==> src/rtl/pipe_hazard_ctrl_if.sv <==
// Hazard-control bundle between the pipeline datapath and pipe_hazard_ctrl.
//   master : datapath side; drives hazard/status inputs, receives enables/flushes.
//   slave  : controller side; the mirror image.
// Signals:
//   ifid_rs/ifid_rt, rs_used/rt_used   IF/ID source registers and their use flags
//   idex_memread, idex_wreg            load in ID/EX and its destination
//   branch_taken                       taken branch resolved in ID
//   imiss/dmiss, idone/ddone           memory busy levels and completion pulses
//   halt_wb                            HLT valid in MEM/WB
//   *_en, *_flush                      latch write enables and bubble loads
//   halted, stall_cnt                  status
interface pipe_hazard_ctrl_if #(
  parameter int unsigned CNT_W = 16
);
  logic [3:0]       ifid_rs;
  logic [3:0]       ifid_rt;
  logic             rs_used;
  logic             rt_used;
  logic             idex_memread;
  logic [3:0]       idex_wreg;
  logic             branch_taken;
  logic             imiss;
  logic             dmiss;
  logic             idone;
  logic             ddone;
  logic             halt_wb;
  logic             pc_en;
  logic             ifid_en;
  logic             idex_en;
  logic             exmem_en;
  logic             memwb_en;
  logic             ifid_flush;
  logic             idex_flush;
  logic             halted;
  logic [CNT_W-1:0] stall_cnt;

  modport master (
    output ifid_rs, ifid_rt, rs_used, rt_used, idex_memread, idex_wreg,
           branch_taken, imiss, dmiss, idone, ddone, halt_wb,
    input  pc_en, ifid_en, idex_en, exmem_en, memwb_en, ifid_flush, idex_flush,
           halted, stall_cnt
  );

  modport slave (
    input  ifid_rs, ifid_rt, rs_used, rt_used, idex_memread, idex_wreg,
           branch_taken, imiss, dmiss, idone, ddone, halt_wb,
    output pc_en, ifid_en, idex_en, exmem_en, memwb_en, ifid_flush, idex_flush,
           halted, stall_cnt
  );
endinterface

==> src/rtl/pipe_hazard_ctrl.sv <==
// Pipeline hazard controller: load-use stalls, branch flushes, instruction and
// data memory miss waits, and halt. Enables/flushes are combinational from the
// FSM state and the current inputs; a saturating counter tallies stall cycles.
// Ports:
//   clk  rising-edge clock
//   rst  asynchronous active-high reset
//   bus  pipe_hazard_ctrl_if.slave (hazard inputs, latch controls, status)
module pipe_hazard_ctrl #(
  parameter int unsigned CNT_W = 16
) (
  input logic               clk,
  input logic               rst,
  pipe_hazard_ctrl_if.slave bus
);

  typedef enum logic [1:0] {StRun, StIwait, StDwait, StHalted} state_e;

  state_e           state_q, state_d;
  logic [CNT_W-1:0] cnt_q;
  logic             load_use;
  logic             pc_en, ifid_en, idex_en, exmem_en, memwb_en;
  logic             ifid_flush, idex_flush;

  // Register 0 is hard-wired zero, so a load targeting it never creates a hazard.
  assign load_use = bus.idex_memread && (bus.idex_wreg != 4'd0) &&
                    ((bus.rs_used && (bus.ifid_rs == bus.idex_wreg)) ||
                     (bus.rt_used && (bus.ifid_rt == bus.idex_wreg)));

  always_comb begin
    state_d    = state_q;
    pc_en      = 1'b1;
    ifid_en    = 1'b1;
    idex_en    = 1'b1;
    exmem_en   = 1'b1;
    memwb_en   = 1'b1;
    ifid_flush = 1'b0;
    idex_flush = 1'b0;
    unique case (state_q)
      StRun: begin
        if (bus.halt_wb || bus.dmiss) begin
          // Freeze the whole pipe; halt outranks the data miss.
          {pc_en, ifid_en, idex_en, exmem_en, memwb_en} = 5'b00000;
          state_d = bus.halt_wb ? StHalted : StDwait;
        end else if (load_use) begin
          // Hold PC and IF/ID, inject a bubble into ID/EX, let the load proceed.
          pc_en      = 1'b0;
          ifid_en    = 1'b0;
          idex_flush = 1'b1;
        end else if (bus.branch_taken) begin
          ifid_flush = 1'b1;
        end else if (bus.imiss) begin
          pc_en      = 1'b0;
          ifid_flush = 1'b1;
          state_d    = StIwait;
        end
      end
      StIwait: begin
        if (bus.halt_wb || bus.dmiss) begin
          {pc_en, ifid_en, idex_en, exmem_en, memwb_en} = 5'b00000;
          state_d = bus.halt_wb ? StHalted : StDwait;
        end else if (bus.idone) begin
          state_d = StRun;
        end else begin
          pc_en      = 1'b0;
          ifid_flush = 1'b1;
        end
      end
      StDwait: begin
        // idone is ignored here; a pending imiss is picked up again in StRun.
        if (bus.halt_wb) begin
          {pc_en, ifid_en, idex_en, exmem_en, memwb_en} = 5'b00000;
          state_d = StHalted;
        end else if (bus.ddone) begin
          state_d = StRun;
        end else begin
          {pc_en, ifid_en, idex_en, exmem_en, memwb_en} = 5'b00000;
        end
      end
      StHalted: begin
        {pc_en, ifid_en, idex_en, exmem_en, memwb_en} = 5'b00000;
      end
    endcase
  end

  always_ff @(posedge clk or posedge rst) begin
    if (rst) begin
      state_q <= StRun;
    end else begin
      state_q <= state_d;
    end
  end

  // Saturating stall counter; frozen once halted.
  always_ff @(posedge clk or posedge rst) begin
    if (rst) begin
      cnt_q <= '0;
    end else if (!pc_en && (state_q != StHalted) && (cnt_q != {CNT_W{1'b1}})) begin
      cnt_q <= cnt_q + CNT_W'(1);
    end
  end

  assign bus.pc_en      = pc_en;
  assign bus.ifid_en    = ifid_en;
  assign bus.idex_en    = idex_en;
  assign bus.exmem_en   = exmem_en;
  assign bus.memwb_en   = memwb_en;
  assign bus.ifid_flush = ifid_flush;
  assign bus.idex_flush = idex_flush;
  assign bus.halted     = (state_q == StHalted);
  assign bus.stall_cnt  = cnt_q;

endmodule

==> src/flat_wrapper.sv <==
// flat-port wrapper written by rule: the top's interface ports become plain ports
module pipe_hazard_ctrl_flat 
#(
  parameter int unsigned CNT_W = 16
)
  (clk, rst, bus_ifid_rs, bus_ifid_rt, bus_rs_used, bus_rt_used, bus_idex_memread, bus_idex_wreg, bus_branch_taken, bus_imiss, bus_dmiss, bus_idone, bus_ddone, bus_halt_wb, bus_pc_en, bus_ifid_en, bus_idex_en, bus_exmem_en, bus_memwb_en, bus_ifid_flush, bus_idex_flush, bus_halted, bus_stall_cnt);
  pipe_hazard_ctrl_if #(.CNT_W(CNT_W)) bus_i ();
  input logic clk;
  input logic rst;
  input wire logic [$bits(bus_i.ifid_rs)-1:0] bus_ifid_rs;
  input wire logic [$bits(bus_i.ifid_rt)-1:0] bus_ifid_rt;
  input wire logic [$bits(bus_i.rs_used)-1:0] bus_rs_used;
  input wire logic [$bits(bus_i.rt_used)-1:0] bus_rt_used;
  input wire logic [$bits(bus_i.idex_memread)-1:0] bus_idex_memread;
  input wire logic [$bits(bus_i.idex_wreg)-1:0] bus_idex_wreg;
  input wire logic [$bits(bus_i.branch_taken)-1:0] bus_branch_taken;
  input wire logic [$bits(bus_i.imiss)-1:0] bus_imiss;
  input wire logic [$bits(bus_i.dmiss)-1:0] bus_dmiss;
  input wire logic [$bits(bus_i.idone)-1:0] bus_idone;
  input wire logic [$bits(bus_i.ddone)-1:0] bus_ddone;
  input wire logic [$bits(bus_i.halt_wb)-1:0] bus_halt_wb;
  output wire logic [$bits(bus_i.pc_en)-1:0] bus_pc_en;
  output wire logic [$bits(bus_i.ifid_en)-1:0] bus_ifid_en;
  output wire logic [$bits(bus_i.idex_en)-1:0] bus_idex_en;
  output wire logic [$bits(bus_i.exmem_en)-1:0] bus_exmem_en;
  output wire logic [$bits(bus_i.memwb_en)-1:0] bus_memwb_en;
  output wire logic [$bits(bus_i.ifid_flush)-1:0] bus_ifid_flush;
  output wire logic [$bits(bus_i.idex_flush)-1:0] bus_idex_flush;
  output wire logic [$bits(bus_i.halted)-1:0] bus_halted;
  output wire logic [$bits(bus_i.stall_cnt)-1:0] bus_stall_cnt;
  assign bus_i.ifid_rs = bus_ifid_rs;
  assign bus_i.ifid_rt = bus_ifid_rt;
  assign bus_i.rs_used = bus_rs_used;
  assign bus_i.rt_used = bus_rt_used;
  assign bus_i.idex_memread = bus_idex_memread;
  assign bus_i.idex_wreg = bus_idex_wreg;
  assign bus_i.branch_taken = bus_branch_taken;
  assign bus_i.imiss = bus_imiss;
  assign bus_i.dmiss = bus_dmiss;
  assign bus_i.idone = bus_idone;
  assign bus_i.ddone = bus_ddone;
  assign bus_i.halt_wb = bus_halt_wb;
  assign bus_pc_en = bus_i.pc_en;
  assign bus_ifid_en = bus_i.ifid_en;
  assign bus_idex_en = bus_i.idex_en;
  assign bus_exmem_en = bus_i.exmem_en;
  assign bus_memwb_en = bus_i.memwb_en;
  assign bus_ifid_flush = bus_i.ifid_flush;
  assign bus_idex_flush = bus_i.idex_flush;
  assign bus_halted = bus_i.halted;
  assign bus_stall_cnt = bus_i.stall_cnt;
  pipe_hazard_ctrl #(.CNT_W(CNT_W)) u_core (.clk(clk), .rst(rst), .bus(bus_i));
endmodule
==> config.mk <==
export PLATFORM = sky130hd
export DESIGN_NAME = pipe_hazard_ctrl_flat
export DESIGN_NICKNAME = d
export VERILOG_FILES = /design/src/rtl/pipe_hazard_ctrl_if.sv /design/src/rtl/pipe_hazard_ctrl.sv /design/src/flat_wrapper.sv
export SDC_FILE = /design/constraint.sdc
export NUM_CORES = 1
export LEC_CHECK = 0
export CAP_MARGIN = 5
export CORE_ASPECT_RATIO = 0.5
export CORE_MARGIN = 2
export CORE_UTILIZATION = 40
export DETAILED_ROUTE_END_ITERATION = 8
export PLACE_DENSITY = 0.76
export SLEW_MARGIN = 20
export SYNTH_ARGS = -nofsm -noshare
export SYNTH_HDL_FRONTEND = slang
export SYNTH_SLANG_ARGS = --single-unit
==> constraint.sdc <==
create_clock -name clk -period 2.71 [get_ports clk]
set_input_delay 0.813 -clock clk [delete_from_list [all_inputs] [get_ports clk]]
set_output_delay 0.813 -clock clk [all_outputs]
set_load 0.03 [all_outputs]
==> qor.txt, run 1 <==
Status - finished with violations
Failing checks - negative setup slack
Wirelength per Cell - 13.93 microns
Final setup violation count - 4
Final wirelength - 3189 microns
Post-DP HPWL - 2372 microns
Type of origin of the critical path - input pin
Final core utilization - 68.30%
Post-synthesis sequential area ratio - 35.75%
GPL Wtd Cong - 0.8407
DRT Pass-1 Iters - 4
Power per cell area - 993.6 mW/mm^2
Worst rel slew slack - 54.34%
Most frequent cells in the layout - 22 x clkdlybuf4s50_1, 21 x buf_4, 18 x dfrtp_1, 15 x xor2_1, 9 x nand3_1
Share of post-route cells with drive strength above 1 - 33.86%
HP Class - register to register
Row count - 14
Max Clock Skew - 0.004629 ns
Worst vdd ir - 0.5277 mV
Initial antenna violation count - 0
Antenna Cells - 0
Post-synthesis cell count - 126
Synth area leader - dfrtp_1
Hold buffer count at CTS - 0
Yosys top cell area share - 35.75%
Ports - 47
Final Hold Vio Count - 0
Async S/R FF share, synth - 100.0%
GRT Util Overall - 18.17%
H-tree depth - 1
Max cap viols - 0
Syn Nets - 154
Slew at the pin closest to its max-slew limit - 0.6842 ns
DRC Markers - 0
Clock root cell - clkbuf_8
Crit path capture type - primary output
Clock Tree Buf Depth - 2
Fin. max-slew vios - 0
First-pass GRT wire length - 5216 microns
CTS tree - done
Setup WS pre-CTS - -0.8625 ns
Period utilization - 111.6%
Fillcell total - 220
Reported leakage power - 0.8530 nW
Syn. warnings - 0
# clock sinks - 18
Fmax - 330.7 MHz
WP data arrival - 2.21 ns
Area of the core - 0.002995 sq mm
CP required - 1.90 ns
Worst-path clk slew - 0.06 ns
EDFF count, synth - 0
Fin Hold WS - 0.5019 ns
DIE AREA - 0.003642 sq mm
Largest net degree at the start of global routing - 19
Prevailing post-synth register cell - dfrtp_1
Largest cells by area after synthesis - dfrtp_1 36%, xor2_1 15%, nor3_2 5.6%
Post-synth cell types - 36
Setup ws final - -0.3142 ns
Most common cell after layout, fill and taps aside - clkdlybuf4s50_1
Unrepaired setup endpoints after global routing - yes
First-iteration detailed-routing DRC count - 33
Post-route ant nets - 0
# port buffers - 46
Register area - 450.4 sq um
CTS Buf Count - 3
Crit path time final - 3.024 ns
Tot Pwr - 2.033 mW
Vias per cell - 5.148
Setup CP Type - input pin to primary output
Area of the multi-input gates - 887.1 sq um
Die Height - 43.69 microns
Layout net count - 219
Total gr overflow - 0
Clk_lat worst skew - 0.26 ns
Area grow syn2layout - 62.36%
Mapped cell area - 0.001260 sq mm
Vias in the first global route - 1156
Worst-path maximum fanout - 4
Initial core utilization - 42.06%
Die width - 83.37 microns
Flops & latches, synth - 18
Vias - 1179
Syn_area_per_cell - 10.00 sq um
==> worst max-delay path: stages <==
cell,delay (ns)
buf_8,0.09
o41a_1,0.45
nand3_2,0.11
nor4_4,0.06
buf_4,0.15
o41ai_4,0.32
buf_4,0.20
==> where the power goes <==
part	leakage [nW]	internal [mW]	switching [mW]	total (mW)
logic	0.636	0.569	0.703	1.27
registers	0.195	0.402	0.171	0.573
clock network	0.0216	0.0989	0.0889	0.188
==> state kept, by name, indices dropped and copies added, names as in the netlist <==
| signal | cells |
|---|---|
| u_core.bus.stall_cnt | 16 |
| u_core.state_q | 2 |
==> per-stage QoR <==
step / TNS, ns / cell area [sq um] / instances
2_1_floorplan: -0.4413 / 1285 / 126
3_3_place_gp: -7.682 / 1826 / 219
3_5_place_dp: -9.474 / 1826 / 219
4_1_cts: -0.8365 / 2044 / 229
5_1_grt: -1.107 / 2046 / 229
6_report: -0.9061 / 2046 / 229
==> Yosys cell counts (all sizes together) (2+ instances only) <==
cell type  count
and4           2
buf            5
dfrtp         18
ha             5
inv            4
mux2           2
nand2          7
nand2b         3
nand3         11
nand3b         2
nand4          3
nor2           8
nor3           9
nor4           6
o211ai         2
o21ai          4
o31ai          2
xnor2          2
xor2          21
==> cells by family (layout without fill, tap and decap cells) <==
| logic type | Yosys count | count (layout) | synth area share [%] |
|---|---|---|---|
| mux | 3 | 3 | 2.582 |
| buf+inv | 9 | 72 | 4.567 |
| fa+ha+maj | 5 | 5 | 4.965 |
| xor+xnor | 23 | 23 | 15.99 |
| simple gates | 54 | 54 | 26.81 |
| flops | 18 | 18 | 35.75 |
| compound gates | 14 | 14 | 9.335 |
==> path summary, 6_finish.rpt <==
path | cells past startpoint | to | start | slack, ns
worst min register to register | 1 | u_core.bus.stall_cnt[10]$_DFFE_PP0P_ | u_core.bus.stall_cnt[10]$_DFFE_PP0P_ | 0.50
min in group asynchronous | 2 | u_core.state_q[1]$_DFFE_PP0P_ | rst | 0.95
worst max register to register | 8 | u_core.bus.stall_cnt[1]$_DFFE_PP0P_ | u_core.state_q[1]$_DFFE_PP0P_ | 0.68
worst max-delay path | 7 | bus_ifid_flush | bus_idex_wreg[1] | -0.31
max in group asynchronous | 2 | u_core.bus.stall_cnt[9]$_DFFE_PP0P_ | rst | 1.32
worst min-delay path | 1 | u_core.bus.stall_cnt[10]$_DFFE_PP0P_ | u_core.bus.stall_cnt[10]$_DFFE_PP0P_ | 0.50
==> what timing repair did <==
item / 4_1_cts / 5_1_grt
pin swaps: 16 / 5
gates resized for setup: 65 / 1
gates cloned: 0 / 0
buffers inserted: 7 / 0
endpoints found under the setup margin: 21 / 5
==> per-layer routing <==
metal | wire (microns) | track usage (%) | up-vias | part of all wire (%)
li1 | - | - | 570 | -
met1 | 1277 | 21.10 | 567 | 40
met2 | 1685 | 34.52 | 36 | 53
met3 | 169 | 3.048 | 6 | 5.3
met4 | 57 | 7.541 | 0 | 1.8
met5 | 0 | 0 | - | 0
==> final cells by class <==
cell class                 instances  area share, %
clock buffer                       3          2.018
inverter                           4         0.7339
multi-input combinational         99          43.36
sequential                        18          22.02
tap                               40          2.446
timing repair buffer              65          29.42
No activity file was read; power rests on OpenSTA's default activity.
==> inputs of run 2 (changes only) <==
--- a/config.mk
+++ b/config.mk
@@ -10,8 +10,9 @@
 export CORE_MARGIN = 2
 export CORE_UTILIZATION = 40
 export DETAILED_ROUTE_END_ITERATION = 8
+export HOLD_SLACK_MARGIN = 0.12
 export PLACE_DENSITY = 0.76
-export SLEW_MARGIN = 20
+export SLEW_MARGIN = 40
 export SYNTH_ARGS = -nofsm -noshare
 export SYNTH_HDL_FRONTEND = slang
 export SYNTH_SLANG_ARGS = --single-unit
==> results of run 2 <==
Same layout as run 1: the final DEF is identical, and so are final timing and power.
==> inputs of run 3 (changes only) <==
--- a/config.mk
+++ b/config.mk
@@ -5,9 +5,9 @@
 export SDC_FILE = /design/constraint.sdc
 export NUM_CORES = 1
 export LEC_CHECK = 0
+export ABC_AREA = 0
 export CAP_MARGIN = 5
-export CORE_ASPECT_RATIO = 0.5
-export CORE_MARGIN = 2
+export CORE_ASPECT_RATIO = 1.1
 export CORE_UTILIZATION = 40
 export DETAILED_ROUTE_END_ITERATION = 8
 export HOLD_SLACK_MARGIN = 0.12
==> qor.txt, run 3 (synthesis results as in run 1) <==
R2R Path End - u_core.bus.stall_cnt[1]$_DFFE_PP0P_ (unchanged)
Clock root cell - clkbuf_4 (was clkbuf_8)
Worst vdd ir - 0.7482 mV (was 0.5277 mV)
Row count - 21 (was 14)
Slew at the pin closest to its max-slew limit - 0.6976 ns (was 0.6842 ns)
Type of origin of the critical path - input pin (unchanged)
Final Hold Vio Count - 0 (unchanged)
Clk_lat worst skew - 0.29 ns (was 0.26 ns)
CP required - 1.90 ns (about the same)
Period utilization - 110.2% (was 111.6%)
# clock sinks - 18 (unchanged)
Worst-path maximum fanout - 3 (was 4)
Post-route ant nets - 0 (unchanged)
Fin. max-slew vios - 0 (unchanged)
CTS Buf Count - 3 (unchanged)
Initial antenna violation count - 0 (unchanged)
Wirelength per Cell - 13.93 microns (about the same)
# port buffers - 46 (unchanged)
Area grow syn2layout - 58.49% (was 62.36%)
Setup CP Type - input pin to primary output (unchanged)
Failing checks - negative setup slack (unchanged)
Vias per cell - 5.257 (was 5.148)
Clock Tree Buf Depth - 2 (unchanged)
Antenna Cells - 0 (unchanged)
Max cap viols - 0 (unchanged)
Hold buffer count at CTS - 0 (unchanged)
CTS tree - done (unchanged)
Worst-path clk slew - 0.10 ns (was 0.06 ns)
Tot Pwr - 2.006 mW (was 2.033 mW)
Status - finished with violations (unchanged)
Reported leakage power - 0.8523 nW (was 0.8530 nW)
Die Height - 60.87 microns (was 43.69 microns)
Worst path bufs/invs - 3 (unchanged)
Final wirelength - 3148 microns (was 3189 microns)
Critical path launch point - bus_idex_wreg[1] (unchanged)
DRT Pass-1 Iters - 4 (unchanged)
DIE AREA - 0.003379 sq mm (was 0.003642 sq mm)
H-tree depth - 1 (unchanged)
Vias in the first global route - 1169 (was 1156)
Fmax - 334.8 MHz (was 330.7 MHz)
Total gr overflow - 0 (unchanged)
Setup ws final - -0.2771 ns (was -0.3142 ns)
End of the worst hold path - u_core.bus.stall_cnt[4]$_DFFE_PP0P_ (was u_core.bus.stall_cnt[10]$_DFFE_PP0P_)
Worst-path cell chain - buf_8, o41a_1, nand3_2, nor4_2, buf_4, o41ai_4, buf_4 (was buf_8, o41a_1, nand3_2, nor4_4, buf_4, o41ai_4, buf_4)
Fillcell total - 248 (was 220)
Area of the core - 0.003022 sq mm (was 0.002995 sq mm)
Crit path time final - 2.987 ns (was 3.024 ns)
Power per cell area - 1005 mW/mm^2 (was 993.6 mW/mm^2)
R2R Setup Slk - 0.62 ns (was 0.68 ns)
Reg2reg start - u_core.state_q[1]$_DFFE_PP0P_ (unchanged)
First-pass GRT wire length - 5140 microns (was 5216 microns)
Share of post-route cells with drive strength above 1 - 33.33% (was 33.86%)
DRC Markers - 0 (unchanged)
Worst rel slew slack - 53.44% (was 54.34%)
Post-DP HPWL - 2335 microns (was 2372 microns)
GPL Wtd Cong - 0.7611 (was 0.8407)
CP most frequent cell - buf_4 (unchanged)
Number of flip-flops under the largest register name - 16 (unchanged)
First-iteration detailed-routing DRC count - 29 (was 33)
Area of the multi-input gates - 853.3 sq um (was 887.1 sq um)
Max Clock Skew - 0.004767 ns (was 0.004629 ns)
Hold path depth - 1 (unchanged)
R2R depth - 8 (unchanged)
Top delay family on crit path - compound AO/OA/AOI/OAI gates (unchanged)
Initial core utilization - 41.70% (was 42.06%)
Largest net degree at the start of global routing - 19 (unchanged)
Vias - 1188 (was 1179)
CP max stage delay - 0.46 ns (was 0.45 ns)
Unrepaired setup endpoints after global routing - yes (unchanged)
Final core utilization - 66.09% (was 68.30%)
CP max stage cell - o41a_1 (unchanged)
GRT Util Overall - 19.48% (was 18.17%)
Register area - 450.4 sq um (unchanged)
Layout net count - 221 (was 219)
Stages on worst setup path - 7 (unchanged)
Final setup violation count - 4 (unchanged)
WP data arrival - 2.17 ns (was 2.21 ns)
Crit path capture type - primary output (unchanged)
Most frequent cells in the layout - 23 x clkdlybuf4s50_1, 23 x buf_4, 18 x xor2_1, 18 x dfrtp_1, 10 x dlygate4sd2_1 (was 22 x clkdlybuf4s50_1, 21 x buf_4, 18 x dfrtp_1, 15 x xor2_1, 9 x nand3_1)
Die width - 55.51 microns (was 83.37 microns)
HP Class - register to register (unchanged)
Ports - 47 (unchanged)
Hold path start - u_core.bus.stall_cnt[4]$_DFFE_PP0P_ (was u_core.bus.stall_cnt[10]$_DFFE_PP0P_)
[run 3: changes by cell type in the layout (fill, tap and decap cells not counted), moves of 2 or more]
cell	delta
buf_4	+2
xor2_1	+3
clkbuf_8	-2
clkbuf_4	+3
clkdlybuf4s15_1	-4
buf_2	+2
xor2_2	-3
dlygate4sd2_1	+2
[run 3: final cells by class]
class,count,share of cell area (%)
Inverter,4,0.7519
Tap cell,34,2.130
Sequential cell,18,22.56
Clock buffer,4,1.817
Multi-Input combinational cell,99,42.73
Timing Repair Buffer,67,30.01
[run 3: worst reg2reg max path, stage by stage (launching register included)]
cell,delay (ns)
dfrtp_1,0.42
inv_1,0.11
ha_1,0.23
nand3b_1,0.11
a211o_1,0.34
o31ai_4,0.08
buf_4,0.30
nor2_2,0.07
mux2_1,0.31
[run 3: per-layer routing]
layer	part of all wire [%]	wire length, microns	track usage [%]
met1	42	1332	22.35
met2	52	1634	38.21
met5	0	0	0
met4	0.92	29	5.357
met3	4.8	152	2.985
[run 3: through the flow]
step	instance area [sq um]	hold WS (ns)	worst slack (ns)	cells	TNS, ns
3_5_place_dp	1841	0.4764	-0.8552	216	-9.759
5_1_grt	1997	0.5048	-0.3342	226	-1.238
2_1_floorplan	1285	0.5221	-0.1331	126	-0.4413
6_report	1997	0.4885	-0.2771	226	-0.9821
4_1_cts	1979	0.4947	-0.2939	225	-1.018
3_3_place_gp	1841	0.4749	-0.7804	216	-8.051
[run 3: what timing repair did]
item,CTS,global route
endpoints found under the setup margin,17,7
pin swaps,18,4
setup buffers,5,1
gates resized for setup,54,2
[run 3: report_power, final]
| part | switching [mW] | leakage, nW | internal [mW] |
|---|---|---|---|
| sequential | 0.167 | 0.195 | 0.401 |
| combinational | 0.706 | 0.636 | 0.566 |
| clock | 0.0848 | 0.0210 | 0.0818 |
[run 3: how the worst max path moves through the flow]
stage / endpoint
after floorplan: bus_ifid_en
after global placement: bus_ifid_en
after detailed placement: bus_ifid_en
after CTS: bus_ifid_flush
after global routing: bus_ifid_flush
final: bus_ifid_flush
